### src/rtl/prio_code_decoder_pkg.sv
// ---------------------------------------------------------------------------
// prio_dec_pkg : shared types and widths for the priority-code decoder
// Revision     : 1.0
// ---------------------------------------------------------------------------
`default_nettype none

package prio_dec_pkg;

  localparam int CODE_W = 3;
  localparam int PAT_W  = 8;
  localparam int CNT_W  = 8;

  localparam logic MODE_ONEHOT = 1'b0;
  localparam logic MODE_THERM  = 1'b1;

  typedef enum logic [0:0] {
    IDLE  = 1'b0,
    DRIVE = 1'b1
  } state_e;

endpackage

`default_nettype wire

### src/rtl/prio_code_decoder_if.sv
// ---------------------------------------------------------------------------
// prio_code_decoder_if : code handshake and decoded-pattern bundle
// Revision             : 1.0
// ---------------------------------------------------------------------------
`default_nettype none

interface prio_code_decoder_if;
  import prio_dec_pkg::*;

  logic              en;
  logic              in_valid;
  logic              in_ready;
  logic [CODE_W-1:0] code;
  logic              mode;
  logic [PAT_W-1:0]  y;
  logic              y_valid;
  logic              busy;

  modport master (
    output en, in_valid, code, mode,
    input  in_ready, y, y_valid, busy
  );

  modport slave (
    input  en, in_valid, code, mode,
    output in_ready, y, y_valid, busy
  );

endinterface

`default_nettype wire

### src/rtl/prio_code_decoder_expand.sv
// ---------------------------------------------------------------------------
// prio_code_expand : combinational 3-bit code to one-hot/thermometer pattern
// Revision         : 1.0
// ---------------------------------------------------------------------------
`default_nettype none

module prio_code_expand
  import prio_dec_pkg::*;
(
  input  logic [CODE_W-1:0] code,
  input  logic              mode,
  output logic [PAT_W-1:0]  pattern
);

  // Thermometer fills every bit at or below the code, so the highest set bit
  // is the code in both modes.
  for (genvar i = 0; i < PAT_W; i++) begin : g_bit
    assign pattern[i] = (mode == MODE_THERM) ? (CODE_W'(i) <= code)
                                             : (CODE_W'(i) == code);
  end

endmodule

`default_nettype wire

### src/rtl/prio_code_decoder.sv
// ---------------------------------------------------------------------------
// prio_code_decoder : accepts a priority code and holds its expansion HOLD cycles
// Revision          : 1.0
// ---------------------------------------------------------------------------
`default_nettype none

module prio_code_decoder
  import prio_dec_pkg::*;
#(
  parameter int HOLD = 4
) (
  input logic                clk,
  input logic                rst_n,
  prio_code_decoder_if.slave bus
);

  localparam logic [0:0]       ST_IDLE   = IDLE;
  localparam logic [0:0]       ST_DRIVE  = DRIVE;
  localparam logic [CNT_W-1:0] HOLD_LAST = CNT_W'(HOLD - 1);

  logic [0:0]       state_q, state_d;
  logic [CNT_W-1:0] cnt_q, cnt_d;
  logic [PAT_W-1:0] y_q, y_d;
  logic             y_valid_q, y_valid_d;
  logic [PAT_W-1:0] pattern;
  logic             last;
  logic             in_ready;
  logic             accept;

  prio_code_expand u_expand (
    .code    (bus.code),
    .mode    (bus.mode),
    .pattern (pattern)
  );

  assign last     = (cnt_q == HOLD_LAST);
  // Never depends on in_valid, so upstream may derive in_valid from in_ready.
  assign in_ready = bus.en && ((state_q == ST_IDLE) || last);
  assign accept   = bus.in_valid && in_ready;

  always_comb begin
    state_d   = state_q;
    cnt_d     = cnt_q;
    y_d       = y_q;
    y_valid_d = y_valid_q;
    if (accept) begin
      state_d   = ST_DRIVE;
      cnt_d     = '0;
      y_d       = pattern;
      y_valid_d = 1'b1;
    end else if (bus.en && (state_q == ST_DRIVE)) begin
      if (last) begin
        state_d   = ST_IDLE;
        cnt_d     = '0;
        y_d       = '0;
        y_valid_d = 1'b0;
      end else begin
        cnt_d = cnt_q + 1'b1;
      end
    end
  end

  always_ff @(posedge clk or negedge rst_n) begin
    if (!rst_n) begin
      state_q   <= ST_IDLE;
      cnt_q     <= '0;
      y_q       <= '0;
      y_valid_q <= 1'b0;
    end else begin
      state_q   <= state_d;
      cnt_q     <= cnt_d;
      y_q       <= y_d;
      y_valid_q <= y_valid_d;
    end
  end

  assign bus.in_ready = in_ready;
  assign bus.y        = y_q;
  assign bus.y_valid  = y_valid_q;
  assign bus.busy     = (state_q == ST_DRIVE);

endmodule

`default_nettype wire

### src/flat_wrapper.sv
// flat-port wrapper written by rule: the top's interface ports become plain ports
module prio_code_decoder_flat import prio_dec_pkg::*;
#(
  parameter int HOLD = 4
)
  (clk, rst_n, bus_en, bus_in_valid, bus_code, bus_mode, bus_in_ready, bus_y, bus_y_valid, bus_busy);
  prio_code_decoder_if bus_i ();
  input logic clk;
  input logic rst_n;
  input wire logic [$bits(bus_i.en)-1:0] bus_en;
  input wire logic [$bits(bus_i.in_valid)-1:0] bus_in_valid;
  input wire logic [$bits(bus_i.code)-1:0] bus_code;
  input wire logic [$bits(bus_i.mode)-1:0] bus_mode;
  output wire logic [$bits(bus_i.in_ready)-1:0] bus_in_ready;
  output wire logic [$bits(bus_i.y)-1:0] bus_y;
  output wire logic [$bits(bus_i.y_valid)-1:0] bus_y_valid;
  output wire logic [$bits(bus_i.busy)-1:0] bus_busy;
  assign bus_i.en = bus_en;
  assign bus_i.in_valid = bus_in_valid;
  assign bus_i.code = bus_code;
  assign bus_i.mode = bus_mode;
  assign bus_in_ready = bus_i.in_ready;
  assign bus_y = bus_i.y;
  assign bus_y_valid = bus_i.y_valid;
  assign bus_busy = bus_i.busy;
  prio_code_decoder #(.HOLD(HOLD)) u_core (.clk(clk), .rst_n(rst_n), .bus(bus_i));
endmodule
### config.mk
export PLATFORM = sky130hd
export DESIGN_NAME = prio_code_decoder_flat
export DESIGN_NICKNAME = d
export VERILOG_FILES = /design/src/rtl/prio_code_decoder_pkg.sv /design/src/rtl/prio_code_decoder_if.sv /design/src/rtl/prio_code_decoder_expand.sv /design/src/rtl/prio_code_decoder.sv /design/src/flat_wrapper.sv
export SDC_FILE = /design/constraint.sdc
export NUM_CORES = 1
export LEC_CHECK = 0
export BUFFER_PORTS_ARGS = -buffer_cell sky130_fd_sc_hd__clkbuf_2
export CAP_MARGIN = 10
export CORE_UTILIZATION = 48
export DETAILED_ROUTE_END_ITERATION = 12
export PLACE_DENSITY_LB_ADDON = 0.1
export SLEW_MARGIN = 5
export SYNTH_ARGS = -nofsm -noshare
export SYNTH_HDL_FRONTEND = slang
export SYNTH_SLANG_ARGS = --single-unit
### constraint.sdc
create_clock -name clk -period 1.98 [get_ports clk]
set_input_delay 0.297 -clock clk [delete_from_list [all_inputs] [get_ports clk]]
set_output_delay 0.297 -clock clk [all_outputs]
set_load 0.03 [all_outputs]
==> results of run 1 <==
timing repair:
| item | in CTS | in global routing |
|---|---|---|
| buffers inserted | 0 | 1 |
| endpoints found under the setup margin | 0 | 1 |
| hold endpoints to repair | 17 | 0 |
| resized for setup | 0 | 1 |
| hold buffers | 1 | 0 |
cells by family after synthesis:
| group | share of synthesized area, % |
|---|---|
| compound gates | 19.7 |
| simple gates | 20.3 |
| mux | 1.28 |
| xor+xnor | 5.97 |
| flops | 48.3 |
| fa+ha+maj | 1.42 |
| buf+inv | 2.98 |
metal layers:
layer / GRT usage [%] / up-vias / routed length, µm
li1: - / 350 / -
met4: 10.9 / 0 / 12
met1: 26.1 / 350 / 873
met5: 0 / - / 0
met2: 27.6 / 15 / 781
met3: 3.60 / 2 / 57
per-stage QoR:
stage / std cells / utilization [%] / hold WS [ns]
floorplan: 84 / - / 0.00141
global placement: 125 / 57.2 / 0.244
detailed placement: 125 / 57.2 / 0.253
CTS: 130 / 59.3 / 0.350
global route: 131 / 60.2 / 0.403
finish: 131 / 60.2 / 0.360
where the power goes:
group          internal, mW  total, mW  switching [mW]
logic                 0.242      0.593           0.350
registers             0.474      0.599           0.125
clock network        0.0783      0.186           0.107
final cells by class:
cell class	instances	area, µm²	share of cell area (%)
Clock buffer	4	26.3	2.53
Sequential cell	17	425	40.9
Inverter	1	3.75	0.361
Tap cell	25	31.3	3.01
Multi-Input combinational cell	63	438	42.1
Timing Repair Buffer	21	115	11.1
cells in the mapped netlist (2+ instances only):
library cell	n
dfrtp_1	17
xor2_1	4
o21ai_0	4
a32o_1	4
nand2_1	8
a22o_1	5
nand4_1	2
xnor2_1	2
nor2_1	13
flip-flops by register name, summed over array words and instances (netlist names):
name and cells:
u_core.bus.y 8, u_core.bus.y_valid 1, u_core.cnt_q 8
worst max-delay path: cells and delay by family, from the launching register on:
kind / cells / cell delay [ns]
simple gates: 2 / 0.32
fa+ha+maj: 1 / 0.19
compound gates: 1 / 0.12
buf+inv: 1 / 0.21
flops: 1 / 0.41
worst max path at each step:
stage	end	slack, ns	cells past startpoint
2_1_floorplan	bus_in_ready	0.30	4
3_3_place_gp	u_core.bus.y[4]	0.41	6
3_5_place_dp	u_core.cnt_q[5]	0.37	5
4_1_cts	bus_in_ready	0.07	5
5_1_grt	bus_in_ready	0.01	5
6_report	bus_in_ready	0.15	5
==> summary.md, run 1 <==
The accumulated negative setup slack is 0 ns. Port buffering added 18 buffers. For the finished layout, the period the worst path requires is 1.83 ns. Entering global routing, the biggest net connects 18 pins.

The TritonCTS sink count was 17. The signal on the critical path passes through ha_1 > nor4b_4 > a21boi_1 > nor2b_1 > clkbuf_2. The run gives 0.00964 ns as the worst clock skew on the final layout. For hold timing, the worst endpoint is u_core.cnt_q[0]. The run gives 4 as the number of iterations in the first detailed-routing pass. The number of nets produced by synthesis was 93; the final antenna-violating net count was 0. The run gives 1.38 mW as the total chip power. The tools report the final routed wirelength across all metal layers as 1720 µm.

TritonCTS built the clock tree. The most common library cell in the layout ignoring fill and taps was clkbuf_2. The min-delay analysis places its worst path in the category primary input to register. The TritonCTS buffer count is 3. The via density per instance was 5.47; the clock insertion delay at the later pin of the skew report was 0.29 ns. The repair_antennas step left the layout with diodes totalling 0. For the sequential-to-total area share from yosys stat, the log shows 48.3%. The synthesized design contains 17 register bits. Prior to clock tree synthesis, the placed netlist has a worst setup slack of 0.365 ns. Ranked by total cell area, the synthesized netlist is headed by dfrtp_1 48%, nor2_1 5.5%, a22o_1 5.0%. The run finished with clean final reports. The area growth from synthesis to layout is 18.0%. The delay of the slowest critical-path stage was 0.41 ns; the achievable clock frequency was 0.547 GHz. The HPWL after detailed placement is 1210 µm. For the max-slew violation count, the log shows 0. The most critical setup path has its startpoint at u_core.cnt_q[0]. The data arrival time of the critical path came out at 1.53 ns.

At the end of the flow, the number of nets in the layout was 116. The tools report the number of levels the H-tree was split into as 1. The tools report the final number of hold-violating endpoints as 0. The region available for standard cell placement spans 1730 µm². The top cell types in the final layout, fill and taps aside, are 18 x clkbuf_2, 17 x dfrtp_1, 13 x nor2_1. The count of unresolved DRC violations after routing came out at 0. The final weighted congestion of routability-driven global placement is 0.771, and the number of antenna violations at the first check in global routing is 0.

Standard cell with the maximum stage delay on the critical path: dfrtp_1. The largest total area in the synthesized netlist belongs to dfrtp_1. Power spread over the standard cell area amounts to 1320 nW/µm². Measured against its own limit, the worst slew margin works out to 72.8%. In the synthesized netlist the dominant register cell turns out to be dfrtp_1. Yosys mapped a number of flops with a built-in enable equal to 0. The floorplan step defined a die boundary enclosing 2010 µm².

The tool flagged a number of max-cap violations equal to 0. The tools report the wire length of the first global-routing pass as 2660 µm. The tools report the endpoint of the worst register-to-register path as u_core.bus.y[5]. The logs give 161 for the count of filler cells inserted in the layout and 671 µV for the worst vdd rail ir drop. After the first detailed-routing iteration, the DRC count stood at 33. The longest clock path from root to sink contains 2 buffers. The tools report the synthesized netlist cell count as 84. The run gives 51.0% as the starting utilization of the core area.

At the worst endpoint, the required time is 1.68 ns. Setup violations remaining at the end of the flow were counted as 0. Cell area after placement: 987 µm². Highest net fanout along the worst path: 4. Startpoint of the worst register-to-register path: u_core.cnt_q[0].

After synthesis, the largest area contributor takes up 48.3% of total cell area. Vias after detailed routing: 717. The critical path is of the register to output pin type.

The final routed wire length divided by cell count is 13.2 µm, and the number of top-level design ports is 19. The tools report the number of global-route vias before repair as 610. Counting cells, the worst reg-to-reg path comes to 6. In the final layout, the share of cells above drive strength 1 is 26.4%. The analysis attributes to cell leakage a power of 0.482 nW. The floorplan step set the die height to 44.8 µm. Row generation in the floorplan step produced 15 rows. At the pin with the least slew margin, the transition time is 0.407 ns. The tools report the final critical-path setup slack as 0.151 ns. The total overflow reported by the global router is 0. The setup check on the worst reg-to-reg path leaves a slack of 0.42 ns. The Yosys warning count came out at 0. The worst setup path is launched from a register. The final critical path takes up 92.4% of the cycle.

In this run the most critical hold path is launched from bus_en. Summing all non-filler instances in the final layout gives an area of 1040 µm². Setup repair after global routing left no endpoint under its margin. Counting instances, the worst hold path has a depth of 3. Proportion of register bits with asynchronous set or reset after synthesis: 100%. The clock-pin slew on the worst setup and hold paths is 0.10 ns. The synthesized netlist occupies a cell area of 881 µm².

For this run, the total global-route usage over all layers was measured as 18.9%. Yosys mapped the design onto 34 distinct sky130hd cell types. The per-instance average area after synthesis came out at 10.5 µm². The tree is rooted in a clkbuf_4.

STA classifies the critical path endpoint as an output pin. From left edge to right edge, the die measures 44.8 µm.
(Power assumes the default switching activity.)
==> run 2, diff against run 1 <==
- BUFFER_PORTS_ARGS: -buffer_cell sky130_fd_sc_hd__clkbuf_2 -> default
- DONT_BUFFER_PORTS: default -> 1
- clock period: 1.98 -> 1.7 ns (I/O delays scaled with it)
==> run 2 against run 1 <==
The run now ends with setup timing left. Power up 15%. Flip-flop and latch count unchanged. Sequential power up 42%. First-iteration DRC count down 76%. Sequential share of layout area up 1.9 points. Utilization down 2.6 points. Clock power up 19%. Global-route usage up 0.44 points. Critical path type unchanged. Largest cell class unchanged. Largest power group unchanged.
==> summary.md, run 2 (synthesis gave the netlist of run 1 again) <==
The clock arrives with 0.00563 ns of skew. At the later pin of the worst-skew pair, clock insertion delay measures 0.30 ns. The number of global-route vias before repair came out at 644. STA classifies the critical path startpoint as a register.

The total overflow reported by the global router is 0. VDD sags by at most 794 µV. Hold is met by 0.0938 ns. The number of antenna diodes in the final layout is 0. The final routed wire length divided by cell count was 14.5 µm.

The tightest min-delay check is of the primary input to register type. Summed over all nets, the half-perimeter wirelength after detailed placement is 1160 µm. For this run, the number of standard cells in the final layout without fillers is 118. Across the run, the number of max-cap violations was 0. The TritonCTS sink count was 17. The TritonCTS buffer count came out at 3. The slowest stage of the critical path is the dfrtp_1 cell.

For the final weighted congestion of routability-driven global placement, the log shows 0.817. The worst setup path is captured at an output pin. After floorplanning, the core was divided into 15 placement rows.

The initial utilization of the core area, before any placement, comes to 51.0%. The logs give 1.58 mW for the total chip power and 1710 µm for the final routed wirelength across all metal layers. For this run, design rule violations remaining after detail routing come to 0. Number of placed instances with taps included: 110. The run gives -0.0107 ns as the final critical-path setup slack.

Of all nets on the critical path, the largest fanout is 2. In this run the count of I/O pins placed on the die edge is 19. Walking the worst path, the cells encountered are ha_2 > nor4b_4 > a21boi_2 > nor2b_1 > buf_4. Worst-margin pin slew: 0.754 ns. The core box area is 1730 µm², and the worst path required time is 1.44 ns.

Compared with the post-synthesis result, the final layout area differs by 12.9%. Number of levels the H-tree was split into: 1. The library cell used most frequently in the layout, excluding fill and tap cells, is dfrtp_1. Leaving out fill and tap cells, the most frequent cells in the layout are 17 x dfrtp_1, 13 x nor2_1, 8 x nand2_1. The tree is rooted in a clkbuf_4.

Setup repair after global routing could not meet its margin everywhere. The first global-routing pass estimated 2770 µm of wire. The final number of hold-violating endpoints came out at 0.

Buffers placed on the I/O ports in this run total 0. Final cycle utilization of the critical path: 101%. TritonCTS built the clock tree. Critical path class: register to output pin. Cells fill 57.6% of the core in the end. The fraction of layout cells with a size suffix above 1 was 19.4%.

The run finished, with violations left. The tools report the number of antenna violations at the first check in global routing as 0. Measured against its own limit, the worst slew margin works out to 49.5%. The checks that failed: setup timing. For this design the ratio of total power to cell area is 1590 nW/µm². The data arrival time of the critical path came out at 1.46 ns. Entering global routing, the biggest net connects 18 pins. The combined global-route utilization of all metal layers was 19.3%. The tools report the max-slew violation count as 0. Summed over all cells, the static leakage comes to 0.431 nW.

Measured along the x axis, the die boundary spans 44.8 µm. The tools report the final-stage net count as 103. The tools report the number of iterations in the first detailed-routing pass as 4. The final route contains 642 vias. The total setup violations reported at the end of the flow is 1. The tools report the achievable clock frequency as 0.585 GHz. The final antenna-violating net count came out at 0. The die covers 2010 µm².

The worst slack at placement was 0.0660 ns; the delay of the slowest critical-path stage was 0.37 ns. In this run the deepest clock path goes through 2 buffers. Counting I/O delays and the setup requirement, the final critical path takes 1.71 ns.

The run gives 8 as the detailed router's first-iteration violation count. After detailed routing, the number of vias per cell comes to 5.44. Clock-pin slew was measured on the worst setup and hold paths at 0.10 ns. Vertical extent of the die: 44.8 µm.
[run 2: layout make-up]
type                       instances  area, µm²
multi-input combinational         63        444
timing repair buffer               8       62.6
sequential                        17        425
inverter                           1       3.75
fill                             154        732
clock buffer                       3       22.5
clock inverter                     1       5.00
tap                               25       31.3
[run 2: final timing paths]
path | slack, ns | cells past startpoint | from | to
max | -0.01 | 5 | u_core.cnt_q[1] | bus_in_ready
min | 0.09 | 2 | bus_en | u_core.cnt_q[0]
max reg2reg | 0.17 | 5 | u_core.cnt_q[1] | u_core.cnt_q[7]
min reg2reg | 0.59 | 2 | u_core.cnt_q[7] | u_core.cnt_q[7]
max in group asynchronous | 0.77 | 1 | rst_n | u_core.cnt_q[3]
min in group asynchronous | 0.46 | 1 | rst_n | u_core.bus.y_valid
[run 2: worst max-delay path: cells and delay by family, from the launching register on]
kind            cells  cell delay [ns]
compound gates      1             0.10
simple gates        2             0.34
flops               1             0.37
buf+inv             1             0.16
fa+ha+maj           1             0.19
[run 2: metrics by stage]
step	area (µm²)	TNS, ns
2_1_floorplan	881	0
3_3_place_gp	920	0
3_5_place_dp	920	0
4_1_cts	987	-0.0247
5_1_grt	995	-0.0909
6_report	995	-0.0107
[run 2: per-layer routing]
| layer | vias to the layer above | GRT usage [%] | wire length (µm) |
|---|---|---|---|
| li1 | 321 | - | - |
| met1 | 303 | 28.6 | 883 |
| met2 | 14 | 27.6 | 756 |
| met3 | 4 | 4.00 | 54 |
| met4 | 0 | 7.27 | 17 |
| met5 | - | 0 | 0 |
[run 2: power breakdown]
| group | switching [mW] | internal, mW | leakage, nW | total [mW] |
|---|---|---|---|---|
| registers | 0.300 | 0.550 | 0.220 | 0.850 |
| logic | 0.239 | 0.272 | 0.193 | 0.511 |
| clock network | 0.133 | 0.0876 | 0.0177 | 0.221 |
| total | 0.673 | 0.910 | 0.431 | 1.58 |
[run 2: what timing repair did]
action | CTS | global route
gates resized for setup | 3 | 0
setup endpoints to repair | 1 | 1
hold buffers | 1 | 0
pin swaps | 2 | 2
buffers inserted | 3 | 1
endpoints found under the hold margin | 17 | 0
